### src/rtl/pipe_ctrl_if.sv
// Stall/flush sequencer bundle: hazard requests from the pipeline toward
// pipe_ctrl, and stage write controls plus mul/div status back from it.
// Write-control encoding: 00 load, 01 bubble (clear), 10 hold.
interface pipe_ctrl_if;
  logic       i_wait;
  logic       d_wait;
  logic       load_use;
  logic       md_start;
  logic       md_is_div;
  logic       redirect;
  logic [1:0] FWrite;
  logic [1:0] DWrite;
  logic [1:0] EWrite;
  logic [1:0] MWrite;
  logic [1:0] WWrite;
  logic       redirect_ack;
  logic       md_busy;
  logic       md_done;

  // Pipeline side: raises requests, consumes controls.
  modport master (
    output i_wait, d_wait, load_use, md_start, md_is_div, redirect,
    input  FWrite, DWrite, EWrite, MWrite, WWrite,
    input  redirect_ack, md_busy, md_done
  );

  // Sequencer side.
  modport slave (
    input  i_wait, d_wait, load_use, md_start, md_is_div, redirect,
    output FWrite, DWrite, EWrite, MWrite, WWrite,
    output redirect_ack, md_busy, md_done
  );
endinterface

### src/rtl/pipe_ctrl.sv
// pipe_ctrl: central stall/flush sequencer for the five-stage pipeline.
// Merges memory-wait, load-use, mul/div occupancy and branch redirects into
// one set of per-stage write controls (00 load, 01 bubble, 10 hold). Owns the
// mul/div occupancy counter and the flag that discards a fetch returning
// after a redirect.
// Optional feature macro: PIPE_CTRL_PERF_EN -- when defined, stall_cycles and
// flush_count are live 32-bit wrapping counters; otherwise both read 0.
module pipe_ctrl #(
  parameter int unsigned MUL_LAT = 3,   // E occupancy of a multiply, 2..63
  parameter int unsigned DIV_LAT = 33   // E occupancy of a divide, 2..63
) (
  input  logic        clk,
  input  logic        reset,            // asynchronous, active-low
  pipe_ctrl_if.slave  bus,
  output logic [31:0] stall_cycles,
  output logic [31:0] flush_count
);

  localparam logic [1:0] WR_LOAD   = 2'b00;
  localparam logic [1:0] WR_BUBBLE = 2'b01;
  localparam logic [1:0] WR_HOLD   = 2'b10;

  // The first occupancy cycle is the IDLE cycle that sees md_start and the
  // last is the release cycle, so the counter covers LAT-2 cycles in between.
  localparam logic [5:0] MUL_INIT = 6'(MUL_LAT - 2);
  localparam logic [5:0] DIV_INIT = 6'(DIV_LAT - 2);

  typedef enum logic [1:0] {
    MD_IDLE = 2'd0,
    MD_BUSY = 2'd1,
    MD_HOLD = 2'd2
  } md_state_e;

  md_state_e  md_state, md_state_nxt;
  logic [5:0] cnt, cnt_nxt;
  logic       drop_pend, drop_pend_nxt;

  logic       md_release;
  logic       md_stall;
  logic       accept;
  logic       drop;
  logic [1:0] f_wr, d_wr, e_wr, m_wr, w_wr;

  // Hazard qualification. Everything is gated by reset so that status
  // outputs read idle while the block is held in reset.
  always_comb begin
    md_release = reset && !bus.d_wait &&
                 ((md_state == MD_BUSY && cnt == 6'd0) || md_state == MD_HOLD);
    md_stall   = reset && !md_release &&
                 ((md_state == MD_IDLE && bus.md_start) ||
                  md_state == MD_BUSY || md_state == MD_HOLD);
    // A redirect waits while memory or mul/div is holding E.
    accept     = reset && bus.redirect && !bus.d_wait && !md_stall;
    // The stale fetch is discarded once it has returned and nothing above
    // the redirect rule owns D this cycle.
    drop       = reset && drop_pend && !bus.i_wait && !bus.d_wait &&
                 !md_stall && !accept;
  end

  // Priority-ordered write controls; the first matching rule sets all fields.
  always_comb begin
    // NOTE: every combinational output gets a default before any branch, so
    // no path leaves a value unassigned and no latch is inferred.
    f_wr = WR_LOAD;
    d_wr = WR_LOAD;
    e_wr = WR_LOAD;
    m_wr = WR_LOAD;
    w_wr = WR_LOAD;
    if (bus.d_wait) begin
      f_wr = WR_HOLD;
      d_wr = WR_HOLD;
      e_wr = WR_HOLD;
      m_wr = WR_HOLD;
      w_wr = WR_BUBBLE;
    end else if (md_stall) begin
      f_wr = WR_HOLD;
      d_wr = WR_HOLD;
      e_wr = WR_HOLD;
      m_wr = WR_BUBBLE;
    end else if (accept) begin
      // Wrong-path instructions in D and E are squashed; this outranks
      // load_use because the instruction in D is itself wrong-path.
      d_wr = WR_BUBBLE;
      e_wr = WR_BUBBLE;
    end else if (bus.load_use) begin
      f_wr = WR_HOLD;
      d_wr = WR_HOLD;
      e_wr = WR_BUBBLE;
    end else if (bus.i_wait) begin
      f_wr = WR_HOLD;
      d_wr = WR_BUBBLE;
    end
    if (drop) begin
      d_wr = WR_BUBBLE;
    end
  end

  assign bus.FWrite       = f_wr;
  assign bus.DWrite       = d_wr;
  assign bus.EWrite       = e_wr;
  assign bus.MWrite       = m_wr;
  assign bus.WWrite       = w_wr;
  assign bus.redirect_ack = accept;
  assign bus.md_busy      = md_stall;
  assign bus.md_done      = md_release;

  // Mul/div occupancy FSM and drop flag next-state.
  always_comb begin
    md_state_nxt  = md_state;
    cnt_nxt       = cnt;
    drop_pend_nxt = drop_pend;
    case (md_state)
      MD_IDLE: begin
        // With d_wait high the memory rule already holds E; start later.
        if (bus.md_start && !bus.d_wait) begin
          cnt_nxt      = bus.md_is_div ? DIV_INIT : MUL_INIT;
          md_state_nxt = MD_BUSY;
        end
      end
      MD_BUSY: begin
        if (cnt != 6'd0) begin
          cnt_nxt = cnt - 6'd1;
        end else if (bus.d_wait) begin
          md_state_nxt = MD_HOLD;
        end else begin
          md_state_nxt = MD_IDLE;
        end
      end
      MD_HOLD: begin
        if (!bus.d_wait) begin
          md_state_nxt = MD_IDLE;
        end
      end
      default: md_state_nxt = MD_IDLE;
    endcase
    if (accept && bus.i_wait) begin
      drop_pend_nxt = 1'b1;
    end else if (drop) begin
      drop_pend_nxt = 1'b0;
    end
  end

  // Sequencer state register.
  always_ff @(posedge clk or negedge reset) begin
    if (!reset) begin
      md_state  <= MD_IDLE;
      cnt       <= 6'd0;
      drop_pend <= 1'b0;
    end else begin
      // NOTE: sequential state uses non-blocking assignment so every flop
      // samples pre-edge values regardless of statement order.
      md_state  <= md_state_nxt;
      cnt       <= cnt_nxt;
      drop_pend <= drop_pend_nxt;
    end
  end

`ifdef PIPE_CTRL_PERF_EN
  // Performance counters: PC-hold cycles and accepted redirects, wrapping.
  always_ff @(posedge clk or negedge reset) begin
    if (!reset) begin
      stall_cycles <= 32'd0;
      flush_count  <= 32'd0;
    end else begin
      if (f_wr == WR_HOLD) begin
        stall_cycles <= stall_cycles + 32'd1;
      end
      if (accept) begin
        flush_count <= flush_count + 32'd1;
      end
    end
  end
`else
  assign stall_cycles = 32'd0;
  assign flush_count  = 32'd0;
`endif

endmodule

### src/flat_wrapper.sv
// flat-port wrapper written by rule: the top's interface ports become plain ports
module pipe_ctrl_flat 
#(
  parameter int unsigned MUL_LAT = 3,                                      
  parameter int unsigned DIV_LAT = 33                                    
)
  (clk, reset, stall_cycles, flush_count, bus_i_wait, bus_d_wait, bus_load_use, bus_md_start, bus_md_is_div, bus_redirect, bus_FWrite, bus_DWrite, bus_EWrite, bus_MWrite, bus_WWrite, bus_redirect_ack, bus_md_busy, bus_md_done);
  pipe_ctrl_if bus_i ();
  input  logic clk;
  input  logic reset;
  output logic [31:0] stall_cycles;
  output logic [31:0] flush_count;
  input wire logic [$bits(bus_i.i_wait)-1:0] bus_i_wait;
  input wire logic [$bits(bus_i.d_wait)-1:0] bus_d_wait;
  input wire logic [$bits(bus_i.load_use)-1:0] bus_load_use;
  input wire logic [$bits(bus_i.md_start)-1:0] bus_md_start;
  input wire logic [$bits(bus_i.md_is_div)-1:0] bus_md_is_div;
  input wire logic [$bits(bus_i.redirect)-1:0] bus_redirect;
  output wire logic [$bits(bus_i.FWrite)-1:0] bus_FWrite;
  output wire logic [$bits(bus_i.DWrite)-1:0] bus_DWrite;
  output wire logic [$bits(bus_i.EWrite)-1:0] bus_EWrite;
  output wire logic [$bits(bus_i.MWrite)-1:0] bus_MWrite;
  output wire logic [$bits(bus_i.WWrite)-1:0] bus_WWrite;
  output wire logic [$bits(bus_i.redirect_ack)-1:0] bus_redirect_ack;
  output wire logic [$bits(bus_i.md_busy)-1:0] bus_md_busy;
  output wire logic [$bits(bus_i.md_done)-1:0] bus_md_done;
  assign bus_i.i_wait = bus_i_wait;
  assign bus_i.d_wait = bus_d_wait;
  assign bus_i.load_use = bus_load_use;
  assign bus_i.md_start = bus_md_start;
  assign bus_i.md_is_div = bus_md_is_div;
  assign bus_i.redirect = bus_redirect;
  assign bus_FWrite = bus_i.FWrite;
  assign bus_DWrite = bus_i.DWrite;
  assign bus_EWrite = bus_i.EWrite;
  assign bus_MWrite = bus_i.MWrite;
  assign bus_WWrite = bus_i.WWrite;
  assign bus_redirect_ack = bus_i.redirect_ack;
  assign bus_md_busy = bus_i.md_busy;
  assign bus_md_done = bus_i.md_done;
  pipe_ctrl #(.MUL_LAT(MUL_LAT), .DIV_LAT(DIV_LAT)) u_core (.clk(clk), .reset(reset), .bus(bus_i), .stall_cycles(stall_cycles), .flush_count(flush_count));
endmodule
### config.mk
export PLATFORM = sky130hd
export DESIGN_NAME = pipe_ctrl_flat
export DESIGN_NICKNAME = d
export VERILOG_FILES = /design/src/rtl/pipe_ctrl_if.sv /design/src/rtl/pipe_ctrl.sv /design/src/flat_wrapper.sv
export SDC_FILE = /design/constraint.sdc
export NUM_CORES = 1
export LEC_CHECK = 0
export BUFFER_PORTS_ARGS = -buffer_cell sky130_fd_sc_hd__buf_2
export CORE_AREA = 2 2 58 60
export DETAILED_ROUTE_END_ITERATION = 10
export DIE_AREA = 0 0 60 62
export GPL_ROUTABILITY_DRIVEN = 0
export PLACE_DENSITY = 0.82
export SLEW_MARGIN = 30
export SYNTH_ARGS = -nofsm -noshare
export SYNTH_HDL_FRONTEND = slang
export SYNTH_SLANG_ARGS = --single-unit
### constraint.sdc
create_clock -name clk -period 3.1 [get_ports clk]
set_clock_uncertainty 0.05 [all_clocks]
set_input_delay 0.155 -clock clk [delete_from_list [all_inputs] [get_ports clk]]
set_output_delay 0.155 -clock clk [all_outputs]
set_load 0.005 [all_outputs]
==> results.py, run 1 <==
metrics = {
    "run_status": {
        "outcome": "completed",
    },
    "clocking": {
        "clockRootBuffer": "clkbuf_4",
        "cts_setup_buffers": 0,
        "cts_tree": "built",
        "clk_latency_ns": 0.27,
        "cts_max_level": 1,
        "clockBufferDepth": 2,
        "cts.sinks": 9,
        "clk_pin_slew_ns": 0.07,
        "cts_buffers": 3,
    },
    "synth": {
        "synth.avg_cell_area_um2": 8.09,
        "yosysUniqueCellTypes": 35,
        "synth.top_cell.area_share_pct": 43.2,
        "syn_area_um2": 1180,
        "yosysSeqAreaShare_pct": 19.1,
        "ys_seq_elements": 9,
        "syn_inst": 146,
        "yosysTopAreaCell": "buf_4",
        "synth.area.top_cells": "buf_4 (43%), dfrtp_1 (19%), a21oi_1 (3.4%), nor2_1 (2.9%), ha_1 (2.1%)",
        "synth_warnings": 0,
    },
    "drt": {
        "viasPerCell": 3.83,
        "ant_nets": 0,
        "drc": 0,
        "drt_first_iter_violations": 21,
        "wl_per_cell_um": 7.97,
        "dr.pass1.iters": 4,
        "wl_mm": 1.67,
        "vias": 805,
    },
    "timing": {
        "drv_slew": 0,
        "hold_violations": 0,
        "rsz0062_at_grt": "false",
        "timing.setup.tns_ns": 0,
        "clock.fmax_mhz": 458,
        "finalCriticalPeriod_ns": 2.18,
        "final.period_utilization_pct": 70.5,
        "finalSetupViolCount": 0,
    },
    "floorplanning": {
        "fp.dieW_um": 60,
        "num_io_pins": 85,
        "die_height_um": 62,
        "start_util_pct": 37.2,
        "core_area_um2": 3180,
        "dieArea_um2": 3720,
        "rows": 21,
    },
    "setup_path": {
        "critPathKind": "reg2out",
        "reg2reg_setup_slack_ns": 1.23,
        "arrival_ns": 1.98,
        "cp_max_fo": 5,
        "timing.rr.end": "u_core.cnt[1]",
        "cp-end-kind": "output port",
        "startpoint_type": "flip-flop",
        "required_ns": 2.89,
        "r2r_cells": 6,
        "rr_startpoint": "u_core.cnt[0]",
    },
    "power": {
        "ir_drop_mv": 0.272,
        "powerDensity_nw_per_um2": 638,
        "p_leak_nw": 0.604,
        "finalPower_uw": 691,
    },
    "global_route": {
        "grt_pass1_wl_mm": 2.29,
        "grtUsageTotal_pct": 8.33,
        "antenna_found_initial": 0,
        "grt-ovfl-total": 0,
        "grt_pass1_vias": 558,
        "grt_max_degree": 14,
    },
    "layout": {
        "finish.utilization_pct": 34.1,
        "n_fill_cell": 346,
        "area_delta_synth_final_pct": -8.26,
        "final_nets": 175,
        "drive_gt1_share_pct": 17.1,
        "insertedDiodeCount": 0,
    },
    "placement": {
        "port_buffers": 18,
        "place_hpwl_mm": 1.39,
    },
    "worst_hold_path": {
        "hp-start": "bus_redirect",
        "hold_path_end": "u_core.drop_pend",
        "holdCritPathClass": "in2reg",
        "min_path_cells": 3,
    },
    "job": {
        "drv_cap": 0,
    },
}
-- sequential cells by signal, summed over array words and instances (netlist names) --
| register | cells |
|---|---|
| u_core.cnt | 6 |
| u_core.md_state | 2 |
| u_core.drop_pend | 1 |
-- critical path, stage by stage (launching register included) --
cell,delay [ns]
dfrtp_1,0.41
inv_1,0.08
ha_1,0.22
and3b_1,0.22
a211oi_1,0.33
a21o_1,0.24
nand2b_1,0.11
buf_2,0.10
-- stage by stage --
stage	setup slack (ns)	std cells	cell area (µm²)	hold WS (ns)
3_3_place_gp	1.22	205	1050	-0.0121
4_1_cts	0.915	210	1080	0.144
5_1_grt	0.755	210	1080	0.161
6_report	0.915	210	1080	0.133
2_1_floorplan	1.30	211	1430	-0.191
3_5_place_dp	1.21	205	1050	-0.00760
-- kinds of logic after synthesis --
kind of cell               after synthesis  share of synthesized area, %
AOI/OAI and AO/OA                       27                          15.3
adders and majority gates                2                          2.12
buffers and inverters                   75                          46.2
DFF                                      9                          19.1
muxes                                    2                          2.12
other                                    1                         0.317
and+or+nand+nor                         30                          14.9
-- metal layers --
metal / global-route usage (%) / wire [µm] / part of all wire (%)
met5: 0 / 0 / 0
met3: 2.48 / 134 / 8.0
met1: 9.57 / 669 / 40
met2: 14.3 / 848 / 51
met4: 3.81 / 21 / 1.3
-- layout by cell type, fill, tap and decap left out, types with 2 or more instances in the layout --
cell type / Yosys / final
ha_1: 2 / 2
a21oi_1: 8 / 8
nand2_1: 2 / 2
o31ai_1: 2 / 2
dfrtp_1: 9 / 9
nand3_1: 3 / 3
nor2_1: 9 / 9
clkbuf_4: 0 / 3
nor2b_1: 4 / 4
and3b_1: 2 / 2
a31oi_1: 3 / 3
buf_2: 1 / 18
a21o_1: 2 / 2
inv_1: 5 / 5
and2_1: 2 / 2
o21ai_0: 4 / 4
conb_1: 1 / 66
nand2b_1: 2 / 2
-- how the worst max path moves through the flow --
| stage | start | to | slack, ns | cells after the start |
|---|---|---|---|---|
| 6_report | u_core.cnt[0] | bus_FWrite[1] | 0.92 | 7 |
| 5_1_grt | u_core.cnt[0] | bus_FWrite[1] | 0.76 | 7 |
| 4_1_cts | u_core.cnt[0] | bus_FWrite[1] | 0.92 | 7 |
| 3_5_place_dp | u_core.cnt[0] | bus_FWrite[1] | 1.21 | 7 |
| 3_3_place_gp | u_core.cnt[0] | bus_FWrite[1] | 1.22 | 7 |
| 2_1_floorplan | u_core.cnt[0] | u_core.cnt[1] | 1.30 | 7 |
-- synthesized netlist by cell type --
master / number
conb_1: 1
a31o_2: 1
mux2i_1: 1
nor3_1: 1
nor3_4: 1
and2_4: 1
a21oi_1: 8
nand2b_1: 2
nor2b_2: 1
buf_6: 1
a211oi_1: 1
and2_1: 2
nor2_1: 9
o21ai_0: 4
mux2_4: 1
a41o_1: 1
buf_2: 1
a21oi_2: 1
o211a_1: 1
nand3b_1: 1
nand2_1: 2
dfrtp_1: 9
and3b_1: 2
ha_1: 2
nor2b_1: 4
o211ai_1: 1
a31oi_1: 3
o31ai_1: 2
or2_1: 1
inv_1: 5
o41ai_1: 1
a21o_1: 2
a32o_1: 1
nand3_1: 3
buf_4: 68
-- layout make-up --
| type | count | area (µm²) | share of cell area, % |
|---|---|---|---|
| tap | 46 | 57.6 | 5.31 |
| inverter | 5 | 18.8 | 1.73 |
| clock buffer | 3 | 22.5 | 2.08 |
| sequential | 9 | 225 | 20.8 |
| clock inverter | 1 | 5.00 | 0.462 |
| multi-input combinational | 127 | 654 | 60.4 |
| timing repair buffer | 19 | 100 | 9.24 |
-- power breakdown --
part,total (mW),internal (mW),switching (mW),leakage [nW]
sequential,0.251,0.173,0.0779,0.103
combinational,0.346,0.168,0.178,0.483
clock,0.0945,0.0478,0.0467,0.0177
total,0.691,0.388,0.303,0.604
-- what timing repair did --
| action | in CTS | in global routing |
|---|---|---|
| endpoints found under the hold margin | 9 | 0 |
| gates resized for setup | 0 | 0 |
| hold buffers | 1 | 0 |
Note: power is estimated with default switching activity, not from simulation.
==> inputs of run 2 (changes only) <==
Clock period 3.1 ns to 2.2 ns, I/O delays scaled along.
==> run 2 against run 1 <==
Combinational power up 50%. Critical path type unchanged. Largest power group unchanged. Worst setup slack worse by 0.78 ns. Non-clock buffer count up 1.
==> results.py, run 2 (synthesized netlist as in run 1, its figures left out) <==
metrics = {
    "worst_hold_path": {
        "min_path_cells": 3,
        "holdCritPathClass": "in2reg",
    },
    "placement": {
        "placed_cells": 205,
        "port_buffers": 18,
        "place_hpwl_mm": 1.40,
    },
    "power": {
        "combinationalPowerShare_pct": 51.4,
        "ir_drop_mv": 0.485,
        "power_frac_seq_pct": 34.8,
        "power.internal_uw": 565,
        "p_leak_nw": 0.608,
        "finalPower_mw": 1.01,
        "clkPwrFrac_pct": 13.8,
        "switching_share_pct": 43.9,
        "p_switching_uw": 442,
        "powerDensity_nw_per_um2": 914,
    },
    "clocking": {
        "cts_tree": "built",
        "clk_pin_slew_ns": 0.07,
        "cts_buffers": 3,
        "cts.sinks": 9,
        "cts_max_level": 1,
        "clk_latency_ns": 0.27,
        "clockBufferDepth": 2,
        "clockRootBuffer": "clkbuf_4",
    },
    "drt": {
        "viasPerCell": 3.88,
        "drc": 0,
        "ant_nets": 0,
        "dr.pass1.iters": 4,
        "vias": 819,
        "drt_first_iter_violations": 13,
        "wl_per_cell_um": 8.45,
        "wl_mm": 1.78,
    },
    "timing": {
        "worst_hold_slack_ns": 0.0938,
        "clock.fmax_mhz": 485,
        "finalCriticalPeriod_ns": 2.06,
        "final.period_utilization_pct": 93.7,
        "rsz0062_at_grt": "false",
        "finalSetupViolCount": 0,
        "timing.setup.tns_ns": 0,
        "hold_violations": 0,
        "drv_slew": 0,
    },
    "global_route": {
        "antenna_found_initial": 0,
        "grt_max_degree": 14,
        "grt_pass1_wl_mm": 2.48,
        "grtUsageTotal_pct": 8.85,
        "grt-ovfl-total": 0,
        "grt_pass1_vias": 571,
    },
    "layout": {
        "fin_cells": 211,
        "n_fill_cell": 342,
        "final_nets": 176,
        "insertedDiodeCount": 0,
        "area_delta_synth_final_pct": -6.67,
        "drive_gt1_share_pct": 17.6,
        "largest_register_ffs": 6,
        "finish.utilization_pct": 34.7,
        "final_cell_mix": "conb_1 (66), buf_2 (18), nor2_1 (9), dfrtp_1 (9), a21oi_1 (8)",
        "layout_commonest_cell": "conb_1",
        "largest-register": "u_core.cnt",
        "largest_registers": "u_core.cnt (6), u_core.md_state (2), u_core.drop_pend (1)",
    },
    "floorplanning": {
        "die_height_um": 62,
        "start_util_pct": 37.2,
        "num_io_pins": 85,
        "rows": 21,
        "fp.dieW_um": 60,
        "core_area_um2": 3180,
        "dieArea_um2": 3720,
    },
    "setup_path": {
        "critPathMaxStageDelay_ns": 0.40,
        "arrival_ns": 1.90,
        "critPathKind": "reg2out",
        "cp_max_fo": 6,
        "r2r_cells": 6,
        "startpoint_type": "flip-flop",
        "cp-end-kind": "output port",
        "crit_slowest_cell": "dfrtp_1",
        "required_ns": 2.04,
        "worstPathCellList": "inv_1 > ha_1 > and3b_1 > a21oi_4 > o211a_1 > nor2b_1 > buf_2",
    },
    "run_status": {
        "outcome": "completed",
    },
    "job": {
        "drv_cap": 0,
    },
}
run 2: path summary, 6_finish.rpt:
path	to	start	slack (ns)
worst max-delay path	bus_MWrite[0]	u_core.cnt[1]	0.14
worst min register to register	u_core.drop_pend	u_core.drop_pend	0.46
worst min-delay path	u_core.drop_pend	bus_i_wait	0.09
worst max register to register	u_core.cnt[1]	u_core.cnt[1]	0.35
min in group asynchronous	u_core.cnt[5]	reset	0.19
max in group asynchronous	u_core.md_state[0]	reset	1.70
run 2: power groups by stage:
stage               Sequential, mW  Clock [mW]  Combinational [mW]
finish                       0.351       0.139               0.518
detailed placement           0.354           0               0.483
global route                 0.362       0.147               0.583
CTS                          0.350       0.138               0.487
global placement             0.347           0               0.474
floorplan                    0.316           0               0.512
run 2: repair_timing:
item	4_1_cts	5_1_grt
hold endpoints to repair	9	0
hold buffers	1	0
gates resized for setup	0	2
buffers inserted	0	1
setup endpoints to repair	0	5
run 2: final cells by class:
class                           count  area, µm²  share of cell area [%]
Multi-Input combinational cell    127        667                    60.5
Sequential cell                     9        225                    20.4
Timing Repair Buffer               20        108                    9.76
Tap cell                           46       57.6                    5.22
Clock buffer                        4       26.3                    2.38
Inverter                            5       18.8                    1.70
run 2: per-stage QoR:
step / setup WS [ns] / instance area (µm²)
2_1_floorplan: 0.403 / 1430
3_3_place_gp: 0.346 / 1050
3_5_place_dp: 0.304 / 1050
4_1_cts: 0.0905 / 1080
5_1_grt: 0.0111 / 1100
6_report: 0.138 / 1100
run 2: per-layer routing:
layer / vias to the layer above / global-route usage, % / routed length [µm]
met5: - / 0 / 0
met1: 378 / 11.0 / 695
met4: 0 / 3.81 / 23
met3: 3 / 1.86 / 126
met2: 48 / 14.9 / 937
li1: 390 / - / -
run 2: worst max-delay path, delay by kind of cell (launching register included):
family,cells,cell delay (ns)
buf+inv,2,0.19
simple gates,2,0.37
fa+ha+maj,1,0.20
flops,1,0.40
compound gates,2,0.45
